<file path="config.mk">
export PLATFORM = sky130hd
export DESIGN_NAME = sync_fifo
export DESIGN_NICKNAME = d
export VERILOG_FILES = /design/src/rtl/sync_fifo.sv
export SDC_FILE = /design/constraint.sdc
export NUM_CORES = 1
export LEC_CHECK = 0
export ABC_CLOCK_PERIOD_IN_PS = 2800
export CAP_MARGIN = 40
export CORE_AREA = 8 8 122 152
export DETAILED_ROUTE_END_ITERATION = 6
export DIE_AREA = 0 0 130 160
export GPL_ROUTABILITY_DRIVEN = 1
export PLACE_DENSITY = 0.78
export SKIP_LAST_GASP = 1
export SLEW_MARGIN = 20
export SYNTH_ARGS = -nofsm -noshare
export SYNTH_HDL_FRONTEND = slang
export SYNTH_SLANG_ARGS = --single-unit
</file>
<file path="constraint.sdc">
create_clock -name clk_i -period 2.8 [get_ports clk_i]
set_input_delay 0.84 -clock clk_i [delete_from_list [all_inputs] [get_ports clk_i]]
set_output_delay 0.84 -clock clk_i [all_outputs]
set_load 0.03 [all_outputs]
</file>
<file path="src/rtl/sync_fifo.sv">
// sync_fifo: single-clock DEPTH x DATA_WIDTH FIFO; clk_i, async active-low rst_i, wr_en_i/wdata_i, rd_en_i -> registered rdata_o, full_o/empty_o, overflow_o/underflow_o pulses, count_o when SYNC_FIFO_COUNT_EN
module sync_fifo #(
  parameter int DEPTH = 16,
  parameter int DATA_WIDTH = 12,
  localparam int PTR_WIDTH = $clog2(DEPTH)
) (
  input  logic                  clk_i,
  input  logic                  rst_i,
  input  logic                  wr_en_i,
  input  logic                  rd_en_i,
  input  logic [DATA_WIDTH-1:0] wdata_i,
  output logic [DATA_WIDTH-1:0] rdata_o,
  output logic                  full_o,
  output logic                  empty_o,
  output logic                  overflow_o,
`ifdef SYNC_FIFO_COUNT_EN
  output logic [PTR_WIDTH:0]    count_o,
`endif
  output logic                  underflow_o
);
  logic [DATA_WIDTH-1:0] mem [DEPTH];
  logic [PTR_WIDTH:0] wr_ptr, rd_ptr;
  logic wr_ok, rd_ok;
  assign empty_o = wr_ptr == rd_ptr;
  assign full_o = (wr_ptr[PTR_WIDTH-1:0] == rd_ptr[PTR_WIDTH-1:0]) && (wr_ptr[PTR_WIDTH] != rd_ptr[PTR_WIDTH]);
  assign rd_ok = rd_en_i && !empty_o;
  assign wr_ok = wr_en_i && (!full_o || rd_en_i);
`ifdef SYNC_FIFO_COUNT_EN
  assign count_o = wr_ptr - rd_ptr;
`endif
  always_ff @(posedge clk_i)
    if (wr_ok && rst_i) mem[wr_ptr[PTR_WIDTH-1:0]] <= wdata_i;
  always_ff @(posedge clk_i or negedge rst_i)
    if (!rst_i) begin
      wr_ptr <= '0;
      rd_ptr <= '0;
      rdata_o <= '0;
      overflow_o <= 1'b0;
      underflow_o <= 1'b0;
    end else begin
      wr_ptr <= wr_ptr + {{PTR_WIDTH{1'b0}}, wr_ok};
      rd_ptr <= rd_ptr + {{PTR_WIDTH{1'b0}}, rd_ok};
      if (rd_ok) rdata_o <= mem[rd_ptr[PTR_WIDTH-1:0]];
      overflow_o <= wr_en_i && full_o && !rd_en_i;
      underflow_o <= rd_en_i && empty_o;
    end
endmodule

</file>
After elaboration in Yosys (flattened, before gate mapping). Memories as Yosys holds them, arrays and structs flattened. A register that Yosys moved wholly into a read port is not among the register bits. Cells that the tools add are included.

Add/sub/neg operators: 2. Eq/ne operators: 3. Muxes and demuxes: 2. Reductions and logical operators: 12.

Operator list (count): $add 5x1->5 (2); $logic_and 1x1->1 (7); $eq 5x5->1 (1); $eq 4x4->1 (1); $logic_not 1->1 (4); $mux 1 (2); $logic_or 1x1->1 (1); $ne 1x1->1 (1).

Flip-flop bits (word level): 12. Memory bits (writable): 192. Output and inout bits: 16. Word-level logic and storage cells: 24. Memories: 1.

Memories: mem (words 16, width 12, rd ports 1, clocked after Yosys merged registers in 1, write ports 1, RTL line 21) `logic [DATA_WIDTH-1:0] mem [DEPTH];`.

Logic depth before layout (Yosys ltp).
Word-level depth: 8. Mapped depth: 9. Gate-level depth less buffers: 7.

Worst setup path before layout. OpenSTA, ideal clock, no wires.

Path type: reg2reg. From: reg rd_ptr[1]. To: mem mem[8][0], enable pin. Library setup time: 0.353 ns. Arrival time: 1.841 ns. Required time: 2.447 ns. Slack: 0.605 ns. Stages on the path, launching flop included: 7. Buffers on the path: 2. Path through: dfrtp_1 -> buf_6 -> xor2_1 -> nor4_4 -> a31oi_1 -> buf_2 -> and4_1.

Word-level cells in the longest chain between the ends: 8.

RTL lines: from (decl) (RTL line 22) `logic [PTR_WIDTH:0] wr_ptr, rd_ptr;`; from (signal assigned) (RTL line 42) `rd_ptr <= rd_ptr + {{PTR_WIDTH{1'b0}}, rd_ok};`; $eq 4x4->1 (RTL line 25) `assign full_o = (wr_ptr[PTR_WIDTH-1:0] == rd_ptr[PTR_WIDTH-1:0]) && (wr_ptr[PTR_WIDTH] != rd_ptr[PTR_WIDTH]);`; $logic_and 1x1->1 (RTL line 25); $logic_not 1->1 (RTL line 27) `assign wr_ok = wr_en_i && (!full_o || rd_en_i);`; $logic_or 1x1->1 (RTL line 27); $logic_and 1x1->1 (RTL line 27); $logic_and 1x1->1 (RTL line 32) `if (wr_ok && rst_i) mem[wr_ptr[PTR_WIDTH-1:0]] <= wdata_i;`; $mux 1 (RTL line 32); $mux 1 (implied by the code) (RTL line 32); to (decl) (RTL line 21).

No other way between the ends.

Final worst setup path.
From: reg rd_ptr[1]. To: out full_o.

Word-level cells in the longest chain between the ends: 2.

RTL lines: $eq 4x4->1 (RTL line 25); $logic_and 1x1->1 (RTL line 25); to (decl) (RTL line 13) `output logic full_o,`.

No other way between the ends.

==> reports/qor.csv <==
metric,value,unit
setup violators final,0,
Cells after DPL,681,
Max-slew headroom,45.8,%
Avg WL per Cell,23.4,microns
top post-synthesis cells by area,"edfxtp_1 (66%), dfrtp_1 (6.9%), mux4_1 (5.7%), mux2i_1 (5.5%), mux2_2 (2.6%)",
Hold Crit Class,flip-flop to flip-flop,
worst reg2reg startpoint,rd_ptr[1],
ys async rst share,11.1,%
die height,160,microns
Layout area overhead,15.7,%
DRC errors left,0,
outcome,"complete, no violations",
"antenna viol nets, final",0,
"Top FF cell, synth",edfxtp_1,
total wire length,16.9,mm
share of post-route cells with drive strength above 1,20.5,%
largest net degree at the start of global routing,49,
worst setup margin,0.0585,ns
Avg Inst Size Synth,20.2,sq um
Vias,4230,
Nets,513,
Final min period,2.74,ns
most frequent cells in the layout,"edfxtp_1 (192), mux2i_1 (48), buf_4 (32)",
First-pass DRT Iterations,4,
syn_nets,451,
clk_lat worst skew,0.50,ns
FP Rows,52,
"non-filler cells, final",724,
CTS tree,built,
actual slew at the worst max-slew pin,0.813,ns
met3 usage,2.57,%
port bufs,31,
Ant. Diodes,0,
#FFs+latches synth,216,
first-pass GRT wire length,25.6,mm
Setup Skew,0.0133,ns
final count of pins violating max slew,0,
Fmax,365,MHz
internal power,0.00704,W
CTS max path bufs,3,
Post-synth EDFFs,192,
maxcap violations,0,
Comb pwr share,32.1,%
hpwl dp,10.4,mm
CP Capture Type,output pin,
Worst-path clk slew,0.06,ns
min-delay src,wr_ptr[4],
die width,130,microns
Synth cell types,32,
Global Route met2 Usage,27.8,%
CP max FO,16,
switching pwr,0.00306,W
share of power burned in registers,39.8,%
Place WS,0.201,ns
Worst VDD drop,0.555,mV
total track usage,16.3,%
Synth top area share,66.3,%
hold violation total from the final report,0,
Clock Power Share,28.1,%
Post-DP Area,9290,sq um
CTS H-tree lvls,1,
First DRT Iteration DRCs,342,
GRT Residual Overflow,0,
Final Cycle Share,97.9,%
PD cells,1000,nW/um^2
cts bufs inserted,21,
Crit path required time,1.96,ns
Worst EP arrival,1.90,ns
post-route cell area,10100,sq um
Via density,5.84,
vias in the first global route,4493,
Mapped Area,8700,sq um
die area,20800,sq um
Switching Share,30.3,%
CP startpoint kind,flip-flop,
P_leak,3.57,nW
"Most Used Layer, Global Route",met2,
core box area,16100,sq um
Worst Setup SP,rd_ptr[1],
Root Buffer,clkbuf_16,
sequential area share after synthesis,73.2,%
Final GP Congestion,0.793,
Syn Inst Count,431,
Ports,32,
path type of the worst setup path,flip-flop to output pin,
"Hold-fix buffers, CTS",0,
CTS Sinks,216,
Yosys Warn Count,0,
initial antenna violation count,0,
initial core utilization,54.1,%
met1 Usage GRT,20.2,%
"area leader, netlist",edfxtp_1,
Final Core Density,62.6,%
"most common cell after layout, fill and taps aside",edfxtp_1,
[cells in the mapped netlist, types with 6 or more instances]
library cell  instances
a221oi_1             12
a22oi_1              12
xor2_1                7
nor2b_1               6
a22o_1               12
edfxtp_1            192
mux2_2               20
buf_2                 7
dfrtp_1              24
mux4_1               19
mux2i_1              48
and4_1               16
[worst paths after layout]
check	endpoint	slack, ns	cells past startpoint
min	wr_ptr[4]	0.49	1
min reg2reg	wr_ptr[4]	0.49	1
min in group asynchronous	wr_ptr[3]	0.77	1
max	full_o	0.06	6
max in group asynchronous	rd_ptr[2]	1.36	2
max reg2reg	wr_ptr[4]	0.59	10
[cells by family after synthesis]
family,count (synthesis),share of synthesized area [%]
muxes,96,15.8
buffers and inverters,29,2.60
xor gates and xnor gates,11,1.11
and+or+nand+nor,37,3.09
AOI/OAI and AO/OA,38,3.58
adders and majority gates,4,0.575
DFF,216,73.2
[per-stage QoR]
stage                TNS, ns  power, W  hold WS (ns)
finish                     0    0.0101         0.491
global route        -0.00399    0.0105         0.508
CTS                        0    0.0101         0.492
detailed placement         0   0.00720         0.485
global placement           0   0.00712         0.482
floorplan                  0   0.00637         0.464
[layer usage]
metal | up-vias | wire [microns]
li1 | 1911 | -
met1 | 2183 | 6810
met2 | 112 | 8860
met3 | 24 | 767
met4 | 0 | 466
met5 | - | 0
[power by group through the flow]
stage | registers [W] | clock network, W | logic, W
after floorplan | 0.00421 | 0 | 0.00216
after global placement | 0.00406 | 0 | 0.00306
after detailed placement | 0.00407 | 0 | 0.00312
after CTS | 0.00401 | 0.00290 | 0.00314
after global routing | 0.00404 | 0.00302 | 0.00344
final | 0.00402 | 0.00284 | 0.00324
[registers in the layout (all words and copies together) (netlist names)]
register     count
mem            192
rdata_o         12
rd_ptr           5
wr_ptr           5
overflow_o       1
underflow_o      1
[worst max-delay path, stage by stage, from the launching register on]
cell and delay [ns]:
dfrtp_2 0.42, buf_12 0.17, xor2_2 0.20, nor4_4 0.29
nand2_1 0.14, inv_2 0.07, buf_6 0.12
[cell type report]
cell class | count | area, sq um
Clock buffer | 23 | 543
Clock inverter | 15 | 161
Fill cell | 1133 | 6010
Inverter | 4 | 15.0
Multi-Input combinational cell | 186 | 2110
Sequential cell | 216 | 6370
Tap cell | 216 | 270
Timing Repair Buffer | 64 | 587
[repair_timing]
item | in CTS | in global routing
buffers inserted | 0 | 4
setup endpoints to repair | 0 | 1
gates resized for setup | 0 | 4
No activity file was read; power rests on OpenSTA's default activity.
